===== config.mk =====
export PLATFORM = sky130hd
export DESIGN_NAME = pipeline_stall_controller
export DESIGN_NICKNAME = d
export VERILOG_FILES = /design/src/rtl/pipeline_stall_controller.sv
export SDC_FILE = /design/constraint.sdc
export NUM_CORES = 1
export LEC_CHECK = 0
export CAP_MARGIN = 30
export CORE_UTILIZATION = 57
export DETAILED_ROUTE_END_ITERATION = 7
export DONT_BUFFER_PORTS = 1
export HOLD_SLACK_MARGIN = 0.02
export PLACE_DENSITY_LB_ADDON = 0.1
export SLEW_MARGIN = 20
export SYNTH_ARGS = -nofsm -noshare
export SYNTH_HDL_FRONTEND = slang
export SYNTH_SLANG_ARGS = --single-unit

===== constraint.sdc =====
create_clock -name clk -period 1.8 [get_ports clk]
set_clock_uncertainty 0.2 [all_clocks]
set_input_delay 0.09 -clock clk [delete_from_list [all_inputs] [get_ports clk]]
set_output_delay 0.09 -clock clk [all_outputs]
set_load 0.01 [all_outputs]

===== src/rtl/pipeline_stall_controller.sv =====
// Stall/flush sequencer for the 5-stage pipeline.
// Merges memory wait, branch flush and load-use hazard into stage controls.
module pipeline_stall_controller #(
  parameter int unsigned MEM_TIMEOUT = 64,
  parameter int unsigned CNT_WIDTH   = 16
) (
  input  logic                 clk,
  input  logic                 rst,
  input  logic                 hazard_detected,
  input  logic                 branch_taken,
  input  logic                 mem_access,
  input  logic                 mem_ready,
  output logic                 freeze_if,
  output logic                 freeze_id,
  output logic                 bubble_id_exe,
  output logic                 flush_if_id,
  output logic                 freeze_exe_mem,
  output logic                 mem_wait,
  output logic                 mem_timeout_err,
  output logic [CNT_WIDTH-1:0] hazard_stall_cnt,
  output logic [CNT_WIDTH-1:0] mem_stall_cnt,
  output logic [CNT_WIDTH-1:0] flush_cnt
);

  localparam int unsigned WW = $clog2(MEM_TIMEOUT + 1);
  localparam logic [WW-1:0] TMO = WW'(MEM_TIMEOUT);
  localparam logic [CNT_WIDTH-1:0] CMAX = '1;

  typedef enum logic {
    RUN      = 1'b0,
    MEM_WAIT = 1'b1
  } state_e;

  state_e state_q, state_d;

  logic [WW-1:0] wait_cnt_q, wait_cnt_d;
  logic          err_q, err_d;

  logic [CNT_WIDTH-1:0] haz_cnt_q, haz_cnt_d;
  logic [CNT_WIDTH-1:0] mem_cnt_q, mem_cnt_d;
  logic [CNT_WIDTH-1:0] fl_cnt_q, fl_cnt_d;

  logic mem_freeze;
  logic pri_mem;
  logic pri_br;
  logic pri_haz;

  assign mem_freeze = mem_access & ~mem_ready;
  assign pri_mem    = mem_freeze;
  assign pri_br     = ~mem_freeze & branch_taken;
  assign pri_haz    = ~mem_freeze & ~branch_taken
                    & hazard_detected;

  // Zero-latency stage controls, memory beats branch beats hazard
  always_comb begin
    freeze_if      = 1'b0;
    freeze_id      = 1'b0;
    freeze_exe_mem = 1'b0;
    bubble_id_exe  = 1'b0;
    flush_if_id    = 1'b0;
    unique case (1'b1)
      pri_mem: begin
        freeze_if      = 1'b1;
        freeze_id      = 1'b1;
        freeze_exe_mem = 1'b1;
      end
      pri_br: begin
        flush_if_id   = 1'b1;
        bubble_id_exe = 1'b1;
      end
      pri_haz: begin
        freeze_if     = 1'b1;
        bubble_id_exe = 1'b1;
      end
      default: ;
    endcase
  end

  // Next state: leave MEM_WAIT on the first ready cycle
  always_comb begin
    state_d = state_q;
    unique case (state_q)
      RUN:      if (mem_freeze) state_d = MEM_WAIT;
      MEM_WAIT: if (mem_ready)  state_d = RUN;
      default:  state_d = RUN;
    endcase
  end

  // Consecutive stall-cycle count and sticky timeout flag
  always_comb begin
    wait_cnt_d = wait_cnt_q;
    if (!mem_freeze)
      wait_cnt_d = '0;
    else if (wait_cnt_q != TMO)
      wait_cnt_d = wait_cnt_q + WW'(1);
    err_d = err_q | (wait_cnt_d == TMO);
  end

  // Saturating event counters keyed to the active priority term
  always_comb begin
    haz_cnt_d = haz_cnt_q;
    mem_cnt_d = mem_cnt_q;
    fl_cnt_d  = fl_cnt_q;
    if (pri_haz && haz_cnt_q != CMAX)
      haz_cnt_d = haz_cnt_q + CNT_WIDTH'(1);
    if (pri_mem && mem_cnt_q != CMAX)
      mem_cnt_d = mem_cnt_q + CNT_WIDTH'(1);
    if (pri_br && fl_cnt_q != CMAX)
      fl_cnt_d = fl_cnt_q + CNT_WIDTH'(1);
  end

  // State, wait tracking and counters with synchronous reset
  always_ff @(posedge clk) begin
    if (rst) begin
      state_q    <= RUN;
      wait_cnt_q <= '0;
      err_q      <= 1'b0;
      haz_cnt_q  <= '0;
      mem_cnt_q  <= '0;
      fl_cnt_q   <= '0;
    end else begin
      state_q    <= state_d;
      wait_cnt_q <= wait_cnt_d;
      err_q      <= err_d;
      haz_cnt_q  <= haz_cnt_d;
      mem_cnt_q  <= mem_cnt_d;
      fl_cnt_q   <= fl_cnt_d;
    end
  end

  assign mem_wait         = (state_q == MEM_WAIT);
  assign mem_timeout_err  = err_q;
  assign hazard_stall_cnt = haz_cnt_q;
  assign mem_stall_cnt    = mem_cnt_q;
  assign flush_cnt        = fl_cnt_q;

endmodule


==> results of run 1 <==
[per-layer routing]
metal	overflow	global-route usage (%)
met5	0	19.4
met4	136	120
met3	3	64.3
met2	201	118
met1	5	85.2
[repair_timing]
item,CTS
hold buffers,46
pin swaps,7
hold endpoints to repair,53
gates resized for setup,12
buffers inserted,1
gates cloned,1
setup endpoints to repair,17
[stage by stage]
step           area, um^2  hold WS (ns)  worst slack, ns  util [%]  TNS, ns
2_1_floorplan        3280       -0.0307           -0.121         -   -0.383
3_5_place_dp         3820       -0.0415           -0.115      74.3   -0.967
3_3_place_gp         3820       -0.0433          -0.0854      74.3   -0.449
4_1_cts              4530        -0.386          -0.0219      88.1  -0.0464
[logic make-up after synthesis]
kind of cell / share of synthesized area (%)
compound gates: 13.6
xor+xnor: 1.42
fa+ha+maj: 2.03
buf+inv: 4.27
flops: 37.1
mux: 8.61
simple gates: 33.0
==> flow_metrics.env, run 1 <==
export IMPL_synth_seq_cells=57
export IMPL_die_w_um=75.5
export IMPL_dp_cells=499
export IMPL_synth_commonest_cells="dfxtp_1, nor2_1, a21oi_1, nand3_1, nand2_1"
export IMPL_die_y_um=75.5
export IMPL_start_util_pct=59.9
export IMPL_cts_num_sinks=57
export IMPL_h_tree_depth=3
export IMPL_grt_max_degree=70
export IMPL_run_status="aborted with a tool error"
export IMPL_synth_avg_cell_area_um2=8.30
export IMPL_pin_count=61
export IMPL_grt_overflow=345
export IMPL_dp_final_hpwl_mm=5.65
export IMPL_gp_congestion=0.892
export IMPL_synth_area_um2=3080
export IMPL_grtUsageTotal_pct=92.6
export IMPL_cts_made_buffers=9
export IMPL_syn_nets=382
export IMPL_yosysWarningCount=0
export IMPL_yosysMostFrequentCell="dfxtp_1"
export IMPL_async_flop_share_pct=0
export IMPL_synth_edf_count=0
export IMPL_worstEndpointGrtRepair="flush_cnt[1]$_SDFFE_PP0P_/D"
export IMPL_port_buffers=0
export IMPL_worstEpCategory="register input"
export IMPL_syn_inst=371
export IMPL_yosysUniqueCellTypes=51
export IMPL_synth_area_leaders="dfxtp_1, mux2_2, a21oi_1"
export IMPL_cts_buffer_depth=2
export IMPL_synth_top_area_cell="dfxtp_1"
export IMPL_num_rows=26
export IMPL_error="[ERROR GRT-0232] Routing congestion too high. Check the congestion heatmap in the GUI."
export IMPL_yosysTopAreaCellShare_pct=37.1
export IMPL_yosysSeqAreaShare_pct=37.1
export IMPL_clock_tree_root_cell="clkbuf_8"
export IMPL_synthFlopType="dfxtp_1"
export IMPL_haltStage="5_1_grt"
==> inputs of run 2 (changes only) <==
- CORE_UTILIZATION: 57 -> 40
- HOLD_SLACK_MARGIN: 0.02 -> unset
- PLACE_DENSITY_LB_ADDON: 0.1 -> 0.15
- clock period: 1.8 -> 2.3 ns (I/O delays scaled with it)
==> run 2 against run 1 <==
  * The flow now finishes, with violations (hold timing)
  * Area after synthesis did not move
  * Synthesized cell count did not move
==> flow_metrics.env, run 2 <==
export IMPL_syn_nets=382
export IMPL_synthFlopType="dfxtp_1"
export IMPL_crit_path_start_kind="primary input"
export IMPL_min_period_ns=2.13
export IMPL_crit_chain="dlygate4sd3_1 > nor2b_1 > nand3_1 > nor4_1 > mux2_2"
export IMPL_grt_overflow=0
export IMPL_syn_inst=371
export IMPL_port_buffers=0
export IMPL_synth_seq_cells=57
export IMPL_worst_path_max_fanout=11
export IMPL_grtUsageTotal_pct=19.4
export IMPL_clk_pin_slew_ns=0.06
export IMPL_synth_top_area_cell="dfxtp_1"
export IMPL_drive_gt1_share_pct=17.8
export IMPL_cp_endpoint="hazard_stall_cnt[15]"
export IMPL_ff2ff_setup_slack_ns=0.19
export IMPL_grt_pass1_vias=2682
export IMPL_synth_area_um2=3080
export IMPL_n_antenna_cell=0
export IMPL_ir_worst_vdd_mv=0.319
export IMPL_antenna_found_initial=0
export IMPL_cp_end_kind="flop"
export IMPL_maxSlewHeadroom_pct=62.2
export IMPL_fillers=707
export IMPL_dp_final_hpwl_mm=5.08
export IMPL_async_flop_share_pct=0
export IMPL_yosysMostFrequentCell="dfxtp_1"
export IMPL_fmax_ghz=0.469
export IMPL_cap_violations=0
export IMPL_crit_start="branch_taken"
export IMPL_grt_pass1_wl_mm=12.8
export IMPL_synth_area_leaders="dfxtp_1, mux2_2, a21oi_1"
export IMPL_cts_num_sinks=57
export IMPL_reg2reg_from="flush_cnt[4]"
export IMPL_crit_slowest_cell="dlygate4sd3_1"
export IMPL_powerDensity_nw_per_um2=562
export IMPL_core_area_um2=7330
export IMPL_tritoncts="done"
export IMPL_cts_buffer_depth=2
export IMPL_worstSetupPathType="primary input to flop"
export IMPL_area_growth_pct=16.3
export IMPL_holdWs_ns=-0.00331
export IMPL_dr_first_iter_drc_count=93
export IMPL_yosysSeqAreaShare_pct=37.1
export IMPL_start_util_pct=42.0
export IMPL_yosysTopAreaCellShare_pct=37.1
export IMPL_tightest_slew_ns=0.564
export IMPL_die_w_um=89.7
export IMPL_pin_count=61
export IMPL_setup_viol=0
export IMPL_hold_path_class="primary input to flop"
export IMPL_p_leak_nw=1.26
export IMPL_yosysWarningCount=0
export IMPL_rsz0062_at_grt="no"
export IMPL_run_status="finished with violations"
export IMPL_num_rows=31
export IMPL_synth_commonest_cells="dfxtp_1, nor2_1, a21oi_1, nand3_1, nand2_1"
export IMPL_post_cts_setup_buffers=0
export IMPL_synth_edf_count=0
export IMPL_finalSetupTns_ns=0
export IMPL_num_vias=2877
export IMPL_vias_per_cell=5.78
export IMPL_cts_made_buffers=9
export IMPL_final_cell_mix="dfxtp_1, nor2_1, a21oi_1"
export IMPL_drcViolationCount=0
export IMPL_reg2reg_to="flush_cnt[13]"
export IMPL_hold_viol_final=1
export IMPL_drt_total_wl_mm=7.60
export IMPL_yosysUniqueCellTypes=51
export IMPL_synth_avg_cell_area_um2=8.30
export IMPL_crit_arrival_ns=2.15
export IMPL_violations="hold timing"
export IMPL_nets=405
export IMPL_clkLatencyLatePin_ns=0.33
export IMPL_finalMaxSlewViolations=0
export IMPL_die_y_um=89.7
export IMPL_gp_congestion=0.825
export IMPL_required_ns=2.32
export IMPL_power_mw=2.01
export IMPL_final_common_cell="dfxtp_1"
export IMPL_post_route_period_util_pct=92.7
export IMPL_first_pass_iters=4
export IMPL_grt_max_degree=69
export IMPL_ff2ff_path_depth=4
export IMPL_wire_per_inst_um=15.3
export IMPL_ant_nets=0
export IMPL_max_stage_delay_ns=0.69
export IMPL_h_tree_depth=3
export IMPL_die_area_um2=8050
export IMPL_clock_tree_root_cell="clkbuf_8"
## run 2: what timing repair did
item / CTS / global route
gates resized for setup: 0 / 1
hold buffers: 6 / 0
endpoints found under the setup margin: 0 / 1
endpoints found under the hold margin: 51 / 0
## run 2: kinds of logic (layout without fill, tap and decap cells)
kind of cell | after synthesis | count (layout) | share of synthesized area, %
and+or+nand+nor | 184 | 184 | 33.0
AOI/OAI and AO/OA | 67 | 67 | 13.6
DFF | 57 | 57 | 37.1
buffers and inverters | 29 | 57 | 4.27
muxes | 24 | 24 | 8.61
adders and majority gates | 5 | 5 | 2.03
xor gates and xnor gates | 5 | 5 | 1.42
## run 2: how the worst min path moves through the flow
stage,startpoint,to,slack (ns),depth (start not counted)
finish,rst,flush_cnt[11],-0.003,2
global route,rst,flush_cnt[11],0.02,2
CTS,branch_taken,hazard_stall_cnt[1],0.0006,3
detailed placement,rst,flush_cnt[10],-0.008,1
global placement,rst,flush_cnt[0],-0.01,1
floorplan,mem_ready,mem_wait,-0.006,1
## run 2: critical path, delay by kind of cell
kind	cells	cell delay [ns]
buf+inv	1	0.69
simple gates	3	0.98
mux	1	0.37
## run 2: layout make-up
type | count | area, um^2 | area share (%)
inverters | 10 | 37.5 | 1.05
multi-input cells | 285 | 1820 | 50.8
clock inverters | 2 | 10.0 | 0.280
repair buffers | 31 | 265 | 7.41
clock buffers | 14 | 183 | 5.10
flip-flops and latches | 57 | 1140 | 31.9
well taps | 99 | 124 | 3.46
## run 2: per-layer routing
metal	part of all wire (%)	vias up	GRT usage, %
li1	-	1428	-
met1	46	1351	24.7
met2	45	88	31.1
met3	7.6	10	5.41
met5	0	-	0
met4	1.1	0	7.65
## run 2: through the flow
stage / std cells / utilization [%] / area (um^2) / setup WS, ns
final: 498 / 48.8 / 3580 / 0.167
after global routing: 498 / 48.8 / 3580 / 0.0489
after CTS: 498 / 48.7 / 3570 / 0.177
after global placement: 476 / 45.1 / 3300 / 0.208
after floorplan: 371 / - / 3080 / 0.255
after detailed placement: 476 / 45.1 / 3300 / 0.178
## run 2: where the power goes
group / switching [mW] / total [mW] / internal [mW]
registers: 0.00874 / 1.00 / 0.995
logic: 0.0680 / 0.108 / 0.0397
clock network: 0.394 / 0.900 / 0.506
total: 0.471 / 2.01 / 1.54
No activity file was read; power rests on OpenSTA's default activity.
==> inputs of run 3 (changes only) <==
==> constraint.sdc (replaced) <==
create_clock -name clk -period 2.3 [get_ports clk]
set_clock_uncertainty 0.2 [all_clocks]
set_input_delay 0.46 -clock clk [delete_from_list [all_inputs] [get_ports clk]]
set_output_delay 0.46 -clock clk [all_outputs]
set_load 0.01 [all_outputs]
==> run 3 against run 2 <==
  * Sequential cell count is the same
  * Largest cell class unchanged
  * The flow now finishes without violations
  * Cell area rose by 3.0%
  * Worst hold slack improved by 0.029 ns
==> flow_metrics.env, run 3 (synthesis gave the netlist of run 2 again) <==
export IMPL_n_antenna_cell=0
export IMPL_final_cell_mix="dfxtp_1, nor2_1, buf_4"
export IMPL_cap_violations=0
export IMPL_grtUsageTotal_pct=19.8
export IMPL_wire_per_inst_um=15.2
export IMPL_start_util_pct=42.0
export IMPL_worstSetupPathType="flop to flop"
export IMPL_path_delay_family="simple AND/OR/NAND/NOR gates"
export IMPL_finalSetupTns_ns=0
export IMPL_stdcell_count=504
export IMPL_reg2reg_from="mem_stall_cnt[12]"
export IMPL_die_area_um2=8050
export IMPL_die_w_um=89.7
export IMPL_grt_pass1_vias=2654
export IMPL_drcViolationCount=0
export IMPL_drive_gt1_share_pct=19.0
export IMPL_dp_cells=482
export IMPL_fmax_ghz=0.460
export IMPL_crit_chain="nand4_1 > nor3_2 > a21oi_1 > mux2_2"
export IMPL_design_area_um2=3690
export IMPL_ir_worst_vdd_mv=0.330
export IMPL_cts_made_buffers=9
export IMPL_dr_first_iter_drc_count=78
export IMPL_powerDensity_nw_per_um2=650
export IMPL_first_pass_iters=4
export IMPL_cp_num_buf_inv=0
export IMPL_port_buffers=0
export IMPL_place_ws_ns=0.0589
export IMPL_p_clk_share_pct=54.3
export IMPL_cp_end_kind="flop"
export IMPL_layout_setup_ws_ns=0.126
export IMPL_antenna_found_initial=0
export IMPL_dp_final_hpwl_mm=5.26
export IMPL_min_period_ns=2.17
export IMPL_setup_viol=0
export IMPL_final_common_cell="dfxtp_1"
export IMPL_grt_overflow=0
export IMPL_ant_nets=0
export IMPL_rsz0062_at_grt="no"
export IMPL_clk_pin_slew_ns=0.07
export IMPL_cts_num_sinks=57
export IMPL_die_y_um=89.7
export IMPL_placed_area_um2=3350
export IMPL_vias_per_cell=5.71
export IMPL_swShare_pct=19.8
export IMPL_maxSlewHeadroom_pct=56.6
export IMPL_tritoncts="done"
export IMPL_run_status="completed"
export IMPL_area_growth_pct=19.7
export IMPL_nets=411
export IMPL_clkLatencyLatePin_ns=0.34
export IMPL_num_vias=2879
export IMPL_tightest_slew_ns=0.648
export IMPL_grt_pass1_wl_mm=13.0
export IMPL_pwr_share_seq_pct=41.9
export IMPL_worst_path_max_fanout=10
export IMPL_crit_slowest_cell="nor3_2"
export IMPL_post_route_period_util_pct=94.5
export IMPL_gp_congestion=0.779
export IMPL_cts_buffer_depth=2
export IMPL_required_ns=2.32
export IMPL_comb_power_share_pct=3.8
export IMPL_finalMaxSlewViolations=0
export IMPL_p_leak_nw=1.32
export IMPL_drt_total_wl_mm=7.68
export IMPL_internal_power_mw=1.92
export IMPL_crit_start="mem_stall_cnt[12]"
export IMPL_pin_count=61
export IMPL_min_from="rst"
export IMPL_crit_arrival_ns=2.20
export IMPL_core_area_um2=7330
export IMPL_hold_path_class="primary input to flop"
export IMPL_crit_path_start_kind="flop"
export IMPL_num_rows=31
export IMPL_max_stage_delay_ns=0.60
export IMPL_hold_viol_final=0
export IMPL_power_switching_uw=475
export IMPL_grt_max_degree=49
export IMPL_clock_tree_root_cell="clkbuf_8"
export IMPL_h_tree_depth=3
-- run 3: routing by layer --
metal  wire (um)  GRT usage [%]  vias up
met3         556           6.09        8
met4          74           7.10        0
li1            -              -     1438
met1        3530           25.6     1351
met5           0              0        -
met2        3520           31.0       82
-- run 3: metrics by stage --
step	hold slack (ns)	power, mW	util [%]
finish	0.0262	2.39	50.3
floorplan	0.295	1.10	-
global placement	0.310	1.10	45.7
detailed placement	0.313	1.10	45.7
global route	0.0265	2.48	50.3
CTS	0.00204	2.41	50.0
-- run 3: cell type report --
| class | count | area [um^2] |
|---|---|---|
| well taps | 99 | 124 |
| repair buffers | 37 | 294 |
| multi-input cells | 285 | 1810 |
| clock buffers | 11 | 151 |
| inverters | 10 | 37.5 |
| flip-flops and latches | 57 | 1140 |
| clock inverters | 5 | 125 |
| fillers | 713 | 3640 |
-- run 3: power groups by stage --
stage	registers (mW)	clock network (mW)	logic, mW
after detailed placement	1.03	0	0.0758
after global routing	1.00	1.37	0.102
after floorplan	1.03	0	0.0687
after CTS	1.00	1.32	0.0885
final	1.00	1.30	0.0908
after global placement	1.03	0	0.0740
-- run 3: worst paths after layout --
kind                                    endpoint  slack [ns]  cells after the start
worst min register to register      flush_cnt[1]        0.34                      2
worst max-delay path            mem_stall_cnt[0]        0.13                      4
worst max register to register  mem_stall_cnt[0]        0.13                      4
worst min-delay path               wait_cnt_q[1]        0.03                      1
-- run 3: repair_timing --
| action | CTS | global route |
|---|---|---|
| endpoints found under the hold margin | 23 | 1 |
| setup endpoints to repair | 0 | 1 |
| setup buffers | 0 | 0 |
| resized for setup | 0 | 1 |
| hold buffers | 4 | 1 |
-- run 3: worst reg2reg max path: cells and delay by family, from the launching register on --
family	cells	cell delay (ns)
and+or+nand+nor	2	0.85
muxes	1	0.31
DFF	1	0.48
AOI/OAI and AO/OA	1	0.23
